==> src/rtl/mem_wb_stage_if.sv <==
// MEM/WB stage bus: MEM-side inputs plus write-back and forwarding outputs.
// master = upstream/consumer side, slave = mem_wb_stage.
interface mem_wb_stage_if #(
    parameter int DATA_W = 64,
    parameter int REG_W  = 5,
    parameter int CNT_W  = 32
);
    logic              in_valid;
    logic              stall;
    logic              flush;
    logic              RegWrite_in;
    logic              MemtoReg_in;
    logic [REG_W-1:0]  Rd_in;
    logic [DATA_W-1:0] ALUResult_in;
    logic [DATA_W-1:0] ReadData;

    logic              RegWrite_out;
    logic [REG_W-1:0]  WriteReg;
    logic [DATA_W-1:0] WriteData;
    logic              fwd_en;
    logic [REG_W-1:0]  fwd_reg;
    logic [DATA_W-1:0] fwd_data;
    logic              wb_valid;
    logic [CNT_W-1:0]  retired_count;

    modport master (
        output in_valid, stall, flush, RegWrite_in, MemtoReg_in,
        output Rd_in, ALUResult_in, ReadData,
        input  RegWrite_out, WriteReg, WriteData,
        input  fwd_en, fwd_reg, fwd_data, wb_valid, retired_count
    );

    modport slave (
        input  in_valid, stall, flush, RegWrite_in, MemtoReg_in,
        input  Rd_in, ALUResult_in, ReadData,
        output RegWrite_out, WriteReg, WriteData,
        output fwd_en, fwd_reg, fwd_data, wb_valid, retired_count
    );
endinterface

==> src/rtl/mem_wb_stage.sv <==
// LEGv8 MEM/WB pipeline register and write-back mux.
// Ports: clk, rst (sync, active-high), bus (mem_wb_stage_if.slave).
module mem_wb_stage #(
    parameter int DATA_W = 64,
    parameter int REG_W  = 5,
    parameter int CNT_W  = 32
) (
    input  logic           clk,
    input  logic           rst,
    mem_wb_stage_if.slave  bus
);
    localparam logic [REG_W-1:0] XZR = {REG_W{1'b1}};

    logic              valid_q, valid_d;
    logic              regwr_q, regwr_d;
    logic              m2r_q,   m2r_d;
    logic              fresh_q, fresh_d;
    logic [REG_W-1:0]  rd_q,    rd_d;
    logic [DATA_W-1:0] alu_q,   alu_d;
    logic [DATA_W-1:0] mem_q,   mem_d;
    logic [CNT_W-1:0]  cnt_q,   cnt_d;

    always_comb begin
        valid_d = valid_q;
        regwr_d = regwr_q;
        m2r_d   = m2r_q;
        fresh_d = fresh_q;
        rd_d    = rd_q;
        alu_d   = alu_q;
        mem_d   = mem_q;
        cnt_d   = cnt_q;
        if (bus.flush) begin
            // bubble; data fields simply hold
            valid_d = 1'b0;
            regwr_d = 1'b0;
            fresh_d = 1'b0;
        end else if (bus.stall) begin
            // entry stays resident but has already written once
            fresh_d = 1'b0;
        end else begin
            valid_d = bus.in_valid;
            regwr_d = bus.RegWrite_in & bus.in_valid;
            m2r_d   = bus.MemtoReg_in;
            fresh_d = bus.in_valid;
            rd_d    = bus.Rd_in;
            alu_d   = bus.ALUResult_in;
            mem_d   = bus.ReadData;
            if (bus.in_valid)
                cnt_d = cnt_q + CNT_W'(1);
        end
    end

    always_ff @(posedge clk) begin
        if (rst) begin
            valid_q <= 1'b0;
            regwr_q <= 1'b0;
            m2r_q   <= 1'b0;
            fresh_q <= 1'b0;
            rd_q    <= '0;
            alu_q   <= '0;
            mem_q   <= '0;
            cnt_q   <= '0;
        end else begin
            valid_q <= valid_d;
            regwr_q <= regwr_d;
            m2r_q   <= m2r_d;
            fresh_q <= fresh_d;
            rd_q    <= rd_d;
            alu_q   <= alu_d;
            mem_q   <= mem_d;
            cnt_q   <= cnt_d;
        end
    end

    logic [DATA_W-1:0] wdata;
    logic              fwd_en;

    assign wdata  = m2r_q ? mem_q : alu_q;
    // X31 is XZR: never a forwarding source nor a write target
    assign fwd_en = valid_q & regwr_q & (rd_q != XZR);

    assign bus.WriteData     = wdata;
    assign bus.fwd_data      = wdata;
    assign bus.WriteReg      = rd_q;
    assign bus.fwd_reg       = rd_q;
    assign bus.fwd_en        = fwd_en;
    // one write strobe per entry, even across a long stall
    assign bus.RegWrite_out  = fwd_en & fresh_q;
    assign bus.wb_valid      = valid_q;
    assign bus.retired_count = cnt_q;
endmodule
==> src/flat_wrapper.sv <==
// flat-port wrapper written by rule: the top's interface ports become plain ports
module mem_wb_stage_flat 
#(
    parameter int DATA_W = 64,
    parameter int REG_W  = 5,
    parameter int CNT_W  = 32
)
  (clk, rst, bus_in_valid, bus_stall, bus_flush, bus_RegWrite_in, bus_MemtoReg_in, bus_Rd_in, bus_ALUResult_in, bus_ReadData, bus_RegWrite_out, bus_WriteReg, bus_WriteData, bus_fwd_en, bus_fwd_reg, bus_fwd_data, bus_wb_valid, bus_retired_count);
  mem_wb_stage_if #(.DATA_W(DATA_W), .REG_W(REG_W), .CNT_W(CNT_W)) bus_i ();
  input  logic clk;
  input  logic rst;
  input wire logic [$bits(bus_i.in_valid)-1:0] bus_in_valid;
  input wire logic [$bits(bus_i.stall)-1:0] bus_stall;
  input wire logic [$bits(bus_i.flush)-1:0] bus_flush;
  input wire logic [$bits(bus_i.RegWrite_in)-1:0] bus_RegWrite_in;
  input wire logic [$bits(bus_i.MemtoReg_in)-1:0] bus_MemtoReg_in;
  input wire logic [$bits(bus_i.Rd_in)-1:0] bus_Rd_in;
  input wire logic [$bits(bus_i.ALUResult_in)-1:0] bus_ALUResult_in;
  input wire logic [$bits(bus_i.ReadData)-1:0] bus_ReadData;
  output wire logic [$bits(bus_i.RegWrite_out)-1:0] bus_RegWrite_out;
  output wire logic [$bits(bus_i.WriteReg)-1:0] bus_WriteReg;
  output wire logic [$bits(bus_i.WriteData)-1:0] bus_WriteData;
  output wire logic [$bits(bus_i.fwd_en)-1:0] bus_fwd_en;
  output wire logic [$bits(bus_i.fwd_reg)-1:0] bus_fwd_reg;
  output wire logic [$bits(bus_i.fwd_data)-1:0] bus_fwd_data;
  output wire logic [$bits(bus_i.wb_valid)-1:0] bus_wb_valid;
  output wire logic [$bits(bus_i.retired_count)-1:0] bus_retired_count;
  assign bus_i.in_valid = bus_in_valid;
  assign bus_i.stall = bus_stall;
  assign bus_i.flush = bus_flush;
  assign bus_i.RegWrite_in = bus_RegWrite_in;
  assign bus_i.MemtoReg_in = bus_MemtoReg_in;
  assign bus_i.Rd_in = bus_Rd_in;
  assign bus_i.ALUResult_in = bus_ALUResult_in;
  assign bus_i.ReadData = bus_ReadData;
  assign bus_RegWrite_out = bus_i.RegWrite_out;
  assign bus_WriteReg = bus_i.WriteReg;
  assign bus_WriteData = bus_i.WriteData;
  assign bus_fwd_en = bus_i.fwd_en;
  assign bus_fwd_reg = bus_i.fwd_reg;
  assign bus_fwd_data = bus_i.fwd_data;
  assign bus_wb_valid = bus_i.wb_valid;
  assign bus_retired_count = bus_i.retired_count;
  mem_wb_stage #(.DATA_W(DATA_W), .REG_W(REG_W), .CNT_W(CNT_W)) u_core (.clk(clk), .rst(rst), .bus(bus_i));
endmodule
==> config.mk <==
export PLATFORM = sky130hd
export DESIGN_NAME = mem_wb_stage_flat
export DESIGN_NICKNAME = d
export VERILOG_FILES = /design/src/rtl/mem_wb_stage_if.sv /design/src/rtl/mem_wb_stage.sv /design/src/flat_wrapper.sv
export SDC_FILE = /design/constraint.sdc
export NUM_CORES = 1
export LEC_CHECK = 0
export CAP_MARGIN = 5
export CORE_MARGIN = 2
export CORE_UTILIZATION = 47
export DETAILED_ROUTE_END_ITERATION = 10
export MAX_ROUTING_LAYER = met4
export PLACE_DENSITY_LB_ADDON = 0.3
export SLEW_MARGIN = 20
export SYNTH_ARGS = -nofsm -noshare
export SYNTH_HDL_FRONTEND = slang
export SYNTH_SLANG_ARGS = --single-unit
==> constraint.sdc <==
create_clock -name clk -period 5.4 [get_ports clk]
set_input_delay 1.08 -clock clk [delete_from_list [all_inputs] [get_ports clk]]
set_output_delay 1.08 -clock clk [all_outputs]
set_load 0.005 [all_outputs]
==> reports/results.tsv <==
metric	value	unit
vias_per_cell	5.114	
powerDensity	263.2	nW/um2
synth_cell_types	36	
cts_resized	0	
ant_nets	0	
finalMaxSlewViolations	0	
leakage	3.853	nW
core_area	15770	um2
num-fill-cells	1351	
cts_setup_buffers	0	
path_clk_slew	60	ps
top_level_ports	313	
rows	46	
drt_iter0_drc	367	
worst_clock_skew	9.476	ps
ys_seq_area_frac	0.4494	
hold_viol_final	0	
cp_slowest_cell	dfxtp_4	
relSlewSlack	0.3399	
syn_avg_cell_area	8.201	um2
timing.fmax	288.7	MHz
hold_path.class	reg -> reg	
status	complete, no violations	
grt_pass1_wl	31.57	mm
clock_latency	420	ps
routabilityCongestion	0.7808	
route.vias.total	6930	
crit_chain	mux2_2, clkdlybuf4s50_1	
grt_pass1_vias	6394	
syn-num-nets	1059	
h-tree-depth	4	
final_cell_area	10790	um2
tritoncts	yes	
synth_flop_cell	dfxtp_1	
crit_path_end_kind	output pin	
finalPower	2.841	mW
wirelength	20.88	mm
path_class	reg -> out	
grt_max_degree	66	
fin_crit	3464	ps
cts_sinks	169	
nets	1266	
syn_area	7528	um2
arrival	2380	ps
peakVddDrop	0.0002144	V
numCtsBuffers	17	
cts_hold_buffers	0	
cts_root_buf	clkbuf_16	
worst_slew_pin_slew	990.2	ps
crit_fanout	65	
antenna_found_initial	1	
grtUsageTotal	0.2436	
die_width	130.6	um
syn-instance-count	918	
drtPass1Iterations	4	
ys_seq_elements	169	
fin_crit_sh	0.6415	
max_stage_delay	950	ps
die_area	17050	um2
final_common_cell	clkdlybuf4s50_1	
mostFrequentLayoutCells	311 x clkdlybuf4s50_1, 282 x nand2_1, 168 x dfxtp_1, 155 x a21oi_1, 65 x mux2_2	
rsz0062_at_grt	no	
die_h	130.6	um
yosysWarnings	0	
drive_above_1_share	0.09666	
crit_family	flip-flops	
cts_buffer_depth	2	
cap_viol_max_count	0	
synthArstFlopShare	0	
synth-edff-count	0	
routedWlPerCell	15.41	um
cp_num_buf_inv	1	
placed_area	10220	um2
dp_hpwl	14.45	mm
worstPathRequired	4320	ps
fin_setup_tns	0	ps
start_util	0.4774	
port_buffers	312	
area_delta_synth_final	43.38	%
drcViolationCount	0	
gr-total-overflow	0	
critPathLaunchType	flip-flop	
setup_violations	0	
-- state kept, by name (all words and copies together), names as in the netlist --
name and count:
u_core.fresh_q 1, u_core.alu_q 64, u_core.m2r_q 1, u_core.mem_q 64, u_core.regwr_q 1, u_core.bus.wb_valid 1, u_core.bus.retired_count 32, u_core.bus.WriteReg 5
-- report_power, final --
group / internal [mW] / total [mW] / switching [mW] / leakage (nW)
Combinational: 0.234 / 0.375 / 0.141 / 2.22
Clock: 0.646 / 1.14 / 0.496 / 0.259
Sequential: 1.29 / 1.33 / 0.0318 / 1.38
Total: 2.17 / 2.84 / 0.669 / 3.85
-- final timing paths --
path                                             from                                   endpoint  slack (ps)  depth (start not counted)
max                         u_core.m2r_q$_SDFFE_PP0N_                           bus_fwd_data[58]        1940                          2
max reg2reg  u_core.bus.retired_count[2]$_SDFFE_PP0P_  u_core.bus.retired_count[28]$_SDFFE_PP0P_        3280                          4
min reg2reg              u_core.mem_q[5]$_SDFFE_PP0N_               u_core.mem_q[5]$_SDFFE_PP0N_         450                          2
min                      u_core.mem_q[5]$_SDFFE_PP0N_               u_core.mem_q[5]$_SDFFE_PP0N_         450                          2
-- cell usage after synthesis, types with 4 or more instances --
| master | instances | area [um2] |
|---|---|---|
| nand2_1 | 282 | 1059 |
| dfxtp_1 | 169 | 3383 |
| a21oi_1 | 155 | 775.7 |
| buf_4 | 70 | 525.5 |
| mux2_2 | 65 | 732.0 |
| clkbuf_1 | 47 | 176.4 |
| o31ai_1 | 15 | 112.6 |
| or4_1 | 15 | 112.6 |
| nand4_1 | 14 | 87.58 |
| nor2_1 | 14 | 52.55 |
| xor2_1 | 9 | 78.83 |
| buf_1 | 8 | 30.03 |
| nand3_1 | 8 | 40.04 |
| and3_1 | 6 | 37.54 |
| and4_1 | 4 | 35.03 |
| buf_2 | 4 | 20.02 |
| o21ai_0 | 4 | 20.02 |
| or3_1 | 4 | 25.02 |
-- final cells by class --
type / instances / area [um2] / share of cell area
Sequential cell: 169 / 3387 / 0.3138
Multi-Input combinational cell: 617 / 3377 / 0.3129
Timing Repair Buffer: 319 / 3206 / 0.2970
Clock buffer: 21 / 450.4 / 0.04173
Tap cell: 216 / 270.3 / 0.02504
Clock inverter: 11 / 97.59 / 0.009041
Inverter: 1 / 3.754 / 0.0003477
Antenna cell: 1 / 2.502 / 0.0002318
-- per-stage QoR --
stage | hold WS, ps | cells | utilization | worst slack [ps]
after detailed placement | 442.8 | 1321 | 0.6478 | 1978
after CTS | 453.2 | 1353 | 0.6826 | 1906
after global placement | 438.4 | 1321 | 0.6478 | 1991
after global routing | 470.7 | 1355 | 0.6845 | 1853
after floorplan | 432.9 | 918 | - | 2834
final | 451.9 | 1355 | 0.6845 | 1936
-- routing by layer --
layer	track usage	wire length, um	vias to the layer above
li1	-	-	3446
met3	0.07410	1542	41
met2	0.4044	10350	222
met5	-	0	-
met1	0.2761	8418	3221
met4	0.09574	569	0
-- logic make-up after synthesis --
group / share of synthesized area
adder cells (fa/ha/maj): 0.001662
AND/OR/NAND/NOR: 0.2131
AO/OA/AOI/OAI: 0.1225
multiplexers: 0.09722
XOR/XNOR: 0.01280
buffers and inverters: 0.1034
flip-flops: 0.4494
-- worst reg2reg max path, cell delays in order (launching register included) --
cell and delay [ps]:
dfxtp_1 380, and4bb_1 500, nand4_2 410, or4_1 580
a21oi_1 170
No activity file was read; power rests on OpenSTA's default activity.
